==> src/rtl/move_queue_pkg.sv <==
// move_queue_pkg: shared constants and types for the move queue.
//   - colour and piece codes, move-word field offsets
//   - lane index names for the 16 move directions
//   - FSM state encoding
//   - helpers that classify a move word as legal / capture
package move_queue_pkg;

  localparam logic WHITE = 1'b1;
  localparam logic BLACK = 1'b0;

  localparam logic [4:0] PAWN   = 5'b00010;
  localparam logic [4:0] KNIGHT = 5'b00001;
  localparam logic [4:0] BISHOP = 5'b01000;
  localparam logic [4:0] ROOK   = 5'b10000;
  localparam logic [4:0] QUEEN  = 5'b11000;
  localparam logic [4:0] KING   = 5'b00100;

  localparam int MOVE_W    = 32;
  localparam int NUM_LANES = 16;
  localparam int COUNT_W   = 5;
  localparam int FIELD_W   = 6;
  localparam int TYPE_W    = 5;
  localparam int CAPT_LSB  = 24;
  localparam int DEST_LSB  = 16;
  localparam int PIECE_LSB = 8;
  localparam int COLOR_BIT = 13;
  localparam int SRC_LSB   = 0;

  localparam logic [31:0] EMPTY_MOVE = 32'h0;

  localparam int LANE_U   = 0;
  localparam int LANE_D   = 1;
  localparam int LANE_L   = 2;
  localparam int LANE_R   = 3;
  localparam int LANE_UL  = 4;
  localparam int LANE_UR  = 5;
  localparam int LANE_DL  = 6;
  localparam int LANE_DR  = 7;
  localparam int LANE_UUL = 8;
  localparam int LANE_UUR = 9;
  localparam int LANE_LLU = 10;
  localparam int LANE_RRU = 11;
  localparam int LANE_DDL = 12;
  localparam int LANE_DDR = 13;
  localparam int LANE_LLD = 14;
  localparam int LANE_RRD = 15;

  typedef enum logic [1:0] {
    ST_IDLE  = 2'd0,
    ST_CAPT  = 2'd1,
    ST_QUIET = 2'd2,
    ST_DONE  = 2'd3
  } state_t;

  // A lane carries a real move only if it names a piece of the side to move.
  function automatic logic lane_legal(input logic [31:0] w, input logic color);
    return (w[PIECE_LSB +: TYPE_W] != '0) && (w[COLOR_BIT] == color);
  endfunction

  // Colour bit of the captured piece is ignored; only its type matters.
  function automatic logic lane_capture(input logic [31:0] w);
    return w[CAPT_LSB +: TYPE_W] != '0;
  endfunction

endpackage

==> src/rtl/move_prio_enc.sv <==
// move_prio_enc: 16-bit lowest-index priority encoder.
//   mask  : request bits
//   index : index of the lowest set bit (0 when none set)
//   found : at least one bit of mask is set
module move_prio_enc (
  input  logic [15:0] mask,
  output logic [3:0]  index,
  output logic        found
);

  always_comb begin
    index = 4'd0;
    found = 1'b0;
    // Scan downward so the lowest set bit is the last one written.
    for (int i = 15; i >= 0; i--) begin
      if (mask[i]) begin
        index = i[3:0];
        found = 1'b1;
      end
    end
  end

endmodule

==> src/rtl/move_queue.sv <==
// move_queue: snapshots 16 candidate move lanes, filters them by colour,
// then emits captures first and quiet moves second over a valid/ready port.
//   clk, clear       : clock, asynchronous active-high reset
//   enable           : advance when high, hold (and suppress valid) when low
//   engineColor      : side to move, sampled at load
//   moves_in, load   : 16 x 32-bit lane snapshot and its request
//   load_ready       : a load would be accepted this cycle
//   move_out/valid   : offered move word; move_ready accepts it
//   done             : one-cycle end-of-batch pulse
//   move_count       : moves emitted in the last or current batch
module move_queue
  import move_queue_pkg::*;
#(
  parameter int LANES = 16
) (
  input  logic                  clk,
  input  logic                  clear,
  input  logic                  enable,
  input  logic                  engineColor,
  input  logic [LANES*32-1:0]   moves_in,
  input  logic                  load,
  output logic                  load_ready,
  output logic [31:0]           move_out,
  output logic                  move_valid,
  input  logic                  move_ready,
  output logic                  done,
  output logic [COUNT_W-1:0]    move_count
);

  state_t              state;
  logic [31:0]         lane_q [LANES];
  logic [LANES-1:0]    pending;
  logic [LANES-1:0]    legal_mask;
  logic [LANES-1:0]    cap_mask;
  logic [3:0]          cap_idx;
  logic [3:0]          pend_idx;
  logic                cap_found;
  logic                pend_found;
  logic [3:0]          sel_idx;

  // Count saturates at one full batch of lanes.
  function automatic logic [COUNT_W-1:0] sat_inc(input logic [COUNT_W-1:0] c);
    return (c == COUNT_W'(LANES)) ? c : c + 1'b1;
  endfunction

  always_comb begin
    legal_mask = '0;
    cap_mask   = '0;
    for (int i = 0; i < LANES; i++) begin
      legal_mask[i] = lane_legal(moves_in[32*i +: 32], engineColor);
      cap_mask[i]   = pending[i] && lane_capture(lane_q[i]);
    end
  end

  move_prio_enc u_cap_enc (
    .mask  (cap_mask),
    .index (cap_idx),
    .found (cap_found)
  );

  move_prio_enc u_pend_enc (
    .mask  (pending),
    .index (pend_idx),
    .found (pend_found)
  );

  assign sel_idx    = (state == ST_CAPT) ? cap_idx : pend_idx;
  assign move_valid = enable && (((state == ST_CAPT) && cap_found) ||
                                 ((state == ST_QUIET) && pend_found));
  assign move_out   = move_valid ? lane_q[sel_idx] : EMPTY_MOVE;
  assign load_ready = (state == ST_IDLE) && enable;
  assign done       = (state == ST_DONE) && enable;

  always_ff @(posedge clk or posedge clear) begin
    if (clear) begin
      state      <= ST_IDLE;
      pending    <= '0;
      move_count <= '0;
      for (int i = 0; i < LANES; i++) lane_q[i] <= EMPTY_MOVE;
    end else if (enable) begin
      unique case (state)
        ST_IDLE: begin
          if (load) begin
            for (int i = 0; i < LANES; i++) lane_q[i] <= moves_in[32*i +: 32];
            pending    <= legal_mask;
            move_count <= '0;
            state      <= ST_CAPT;
          end
        end
        ST_CAPT: begin
          if (!cap_found) begin
            state <= ST_QUIET;
          end else if (move_ready) begin
            pending[cap_idx] <= 1'b0;
            move_count       <= sat_inc(move_count);
          end
        end
        ST_QUIET: begin
          if (!pend_found) begin
            state <= ST_DONE;
          end else if (move_ready) begin
            pending[pend_idx] <= 1'b0;
            move_count        <= sat_inc(move_count);
          end
        end
        ST_DONE: state <= ST_IDLE;
        default: state <= ST_IDLE;
      endcase
    end
  end

endmodule

==> config.mk <==
export PLATFORM = sky130hd
export DESIGN_NAME = move_queue
export DESIGN_NICKNAME = d
export VERILOG_FILES = /design/src/rtl/move_queue_pkg.sv /design/src/rtl/move_prio_enc.sv /design/src/rtl/move_queue.sv
export SDC_FILE = /design/constraint.sdc
export NUM_CORES = 2
export LEC_CHECK = 0
export CAP_MARGIN = 15
export CORE_MARGIN = 3
export CORE_UTILIZATION = 55
export DETAILED_ROUTE_END_ITERATION = 8
export PLACE_DENSITY = 0.86
export SYNTH_ARGS = -nofsm -noshare
export SYNTH_HDL_FRONTEND = slang
export SYNTH_SLANG_ARGS = --single-unit
==> constraint.sdc <==
create_clock -name clk -period 36.5 [get_ports clk]
set_input_delay 5.475 -clock clk [delete_from_list [all_inputs] [get_ports clk]]
set_output_delay 5.475 -clock clk [all_outputs]
set_load 0.005 [all_outputs]
==> results by group <==
Critical path
  • R2R Setup Slk: 32590 ps
  • Setup crit end: move_out[8]
  • Worst flop-to-flop path startpoint: state[0]$_DFFE_PP0P_
  • Critical Path Most Common Cell: clkdlybuf4s50_1
  • Worst Setup SP: enable
  • Crit end category: output pin
  • Worst Setup Path Type: input port to output pin
  • Required time worst endpoint: 31020 ps
  • Crit path max fanout: 17
  • Crit-path max cell delay: 860 ps
  • Crit-path cells: clkdlybuf4s50_1 -> nor2b_2 -> buf_4 -> o21ai_0 -> o32ai_1 -> clkdlybuf4s50_1
  • Crit-path slowest cell: nor2b_2
  • Reg2Reg Depth: 7
  • Worst R2R End: lane_q[369]$_DFFE_PP0P_
  • Worst setup SP type: input port
  • Critical path arrival: 8540 ps

Final layout
  • Area delta synth->final: 29.9%
  • Share of layout cells above drive strength 1: 0.286
  • Final Net Count: 3058
  • Fin cells: 3203
  • Multi-input logic area: 11900 µm²
  • # fillers: 3109
  • Reg area: 13400 µm²

Route
  • Wire per inst: 28.3 µm
  • Avg Vias per Cell: 6.18
  • Vias: 19800
  • Post-route ant nets: 0
  • Drt first pass iters: 6
  • Detailed Route WL: 90500 µm
  • DR iter-0 viols: 2124
  • DRC: 0

Global routing
  • Vias in the first global route: 20400
  • Gr ovfl total: 0
  • First-pass GRT wire length: 132000 µm
  • Total Routing Usage GR: 0.353
  • Largest net degree at the start of global routing: 201
  • Initial antenna violation count: 40

Synth
  • Syn nets: 2557
  • Avg Inst Size Synth: 12.8 µm²
  • Fraction of registers with async set/reset: 1.00
  • Top cells by area, synth: dfrtp_1 52%, mux2_2 25%, mux2i_1 4.3%
  • Synth Area in Simple Gates: 0.0598
  • Distinct cells, synth: 71
  • Post-synth top area share: 0.516
  • Top cells by instance count after synthesis: 566 x mux2_2, 535 x dfrtp_1, 162 x nand2_1
  • Post-synthesis sequential area ratio: 0.516
  • Cells after Synth: 2032
  • Largest family of logic cells by synthesized area: multiplexers
  • Synth Area in Compound Gates: 0.0917
  • Yosys Warn Count: 0
  • Register bit total from synthesis: 535
  • Post-Synth XOR/XNOR Area: 0.00675
  • EDFF count, synth: 0
  • Predominant post-synthesis flop cell: dfrtp_1
  • Synthesized cell area: 26000 µm²
  • Multiplexer share of the synthesized area: 0.293
  • Count leader, synth: mux2_2
  • Post-Synth Adder-Cell Area: 0.00337
  • Synth area leader: dfrtp_1

STA
  • Setup WS post-layout: 22480 ps
  • Hold Fails Final Rpt: 0
  • Relative slew slack: 0.176
  • Final period util: 0.384
  • Max Clk Rate: 0.0713 GHz
  • Slew Viols, Final: 0
  • WHS: 503 ps
  • Least-Margin Pin Slew: 1230 ps
  • Final min period: 14020 ps
  • RSZ-0062 raised after global routing: no
  • Skew final: 18.9 ps
  • Final setup viols: 0
  • Setup TNS: 0 ps

Placed design
  • Gpl congestion: 0.972
  • Post-DP HPWL: 66400 µm
  • Pre-CTS setup slack: 22560 ps
  • PortBufs: 557
  • Placed cells: 3075

Clock tree
  • CTS Buf Count: 56
  • CTS-repair resized insts: 0
  • Root buffer cell: clkbuf_16
  • Clk_lat worst skew: 630 ps
  • Worst-path clk slew: 60 ps
  • Setup Fix Bufs, Post-CTS: 0
  • H-tree lvl count: 2
  • CTS max path bufs: 3
  • CTS tree: built
  • Post-cts hold buffer count: 0
  • Clock Sinks: 535

Die
  • Initial Utilization: 0.565
  • Rows: 78
  • Core ar.: 46000 µm²
  • Io pins: 558
  • Die X: 223 µm
  • Total die area: 49900 µm²
  • Die Y: 223 µm

Pwr
  • Overall power: 0.00346 W
  • Cell leakage power: 14.1 nW
  • P per Cell Area: 103 nW/µm²
  • Peak supply drop: 88.2 µV

Run
  • Max_cap viols: 0

Outcome
  • Status: finished clean

Worst hold path
  • Hold WC Path Type: flop to flop
per-stage QoR:
step	util	area, µm²
after floorplan	-	26000
after global placement	0.692	31800
after detailed placement	0.692	31800
after CTS	0.732	33700
after global routing	0.734	33700
final	0.734	33700
routing by layer:
| metal | part of all wire | wire [µm] | global-route usage | up-vias |
|---|---|---|---|---|
| met1 | 0.39 | 35500 | 0.455 | 10100 |
| met4 | 0.042 | 3820 | 0.153 | 22 |
| met2 | 0.47 | 42200 | 0.547 | 964 |
| li1 | - | - | - | 8529 |
| met5 | 0.0016 | 146 | 0 | - |
| met3 | 0.099 | 8930 | 0.120 | 218 |
flip-flops by register name (all words and copies together), names as in the netlist:
name and cells:
lane_q 512, state 2, move_count 5, pending 16
cells by family (layout without fill, tap and decap cells):
kind of cell | after synthesis | after routing
muxes | 688 | 688
and+or+nand+nor | 315 | 315
buffers and inverters | 147 | 691
AOI/OAI and AO/OA | 320 | 320
xor gates and xnor gates | 20 | 20
other | 0 | 27
adders and majority gates | 7 | 7
DFF | 535 | 535
critical path, delay by kind of cell:
kind                   cells  cell delay [ps]
AND/OR/NAND/NOR            1              860
buffers and inverters      3             1700
AO/OA/AOI/OAI              2              480
cell usage in the layout, fill, tap and decap left out, drive strengths merged, types with 20 or more instances in the layout:
cell and count:
a221oi 28, o22ai 27, mux2i 113, buf 20, dfrtp 535, clkbuf 88
nor2 24, diode 27, nand3 32, mux2 575, o21ai 118, a21oi 31
clkdlybuf4s50 557, nand2 164, or4 35
where the power goes:
part | leakage, nW | switching, W | internal [W]
combinational | 6.79 | 0.00105 | 0.000752
clock | 0.911 | 0.000240 | 0.000335
sequential | 6.39 | 0.000193 | 0.000894
layout make-up:
| class | count | area share |
|---|---|---|
| repair buffers | 577 | 0.171 |
| well taps | 600 | 0.0223 |
| flip-flops and latches | 535 | 0.397 |
| clock inverters | 13 | 0.00382 |
| multi-input cells | 1350 | 0.352 |
| clock buffers | 88 | 0.0508 |
| diodes | 27 | 0.00200 |
| inverters | 13 | 0.00167 |
worst min path at each step:
stage	start	endpoint	slack, ps	depth (start not counted)
finish	lane_q[368]$_DFFE_PP0P_	lane_q[368]$_DFFE_PP0P_	500	1
global route	lane_q[229]$_DFFE_PP0P_	lane_q[229]$_DFFE_PP0P_	510	1
CTS	lane_q[239]$_DFFE_PP0P_	lane_q[239]$_DFFE_PP0P_	500	1
detailed placement	lane_q[239]$_DFFE_PP0P_	lane_q[239]$_DFFE_PP0P_	490	1
global placement	lane_q[301]$_DFFE_PP0P_	lane_q[301]$_DFFE_PP0P_	480	1
floorplan	lane_q[289]$_DFFE_PP0P_	lane_q[289]$_DFFE_PP0P_	470	1
(Power assumes the default switching activity.)
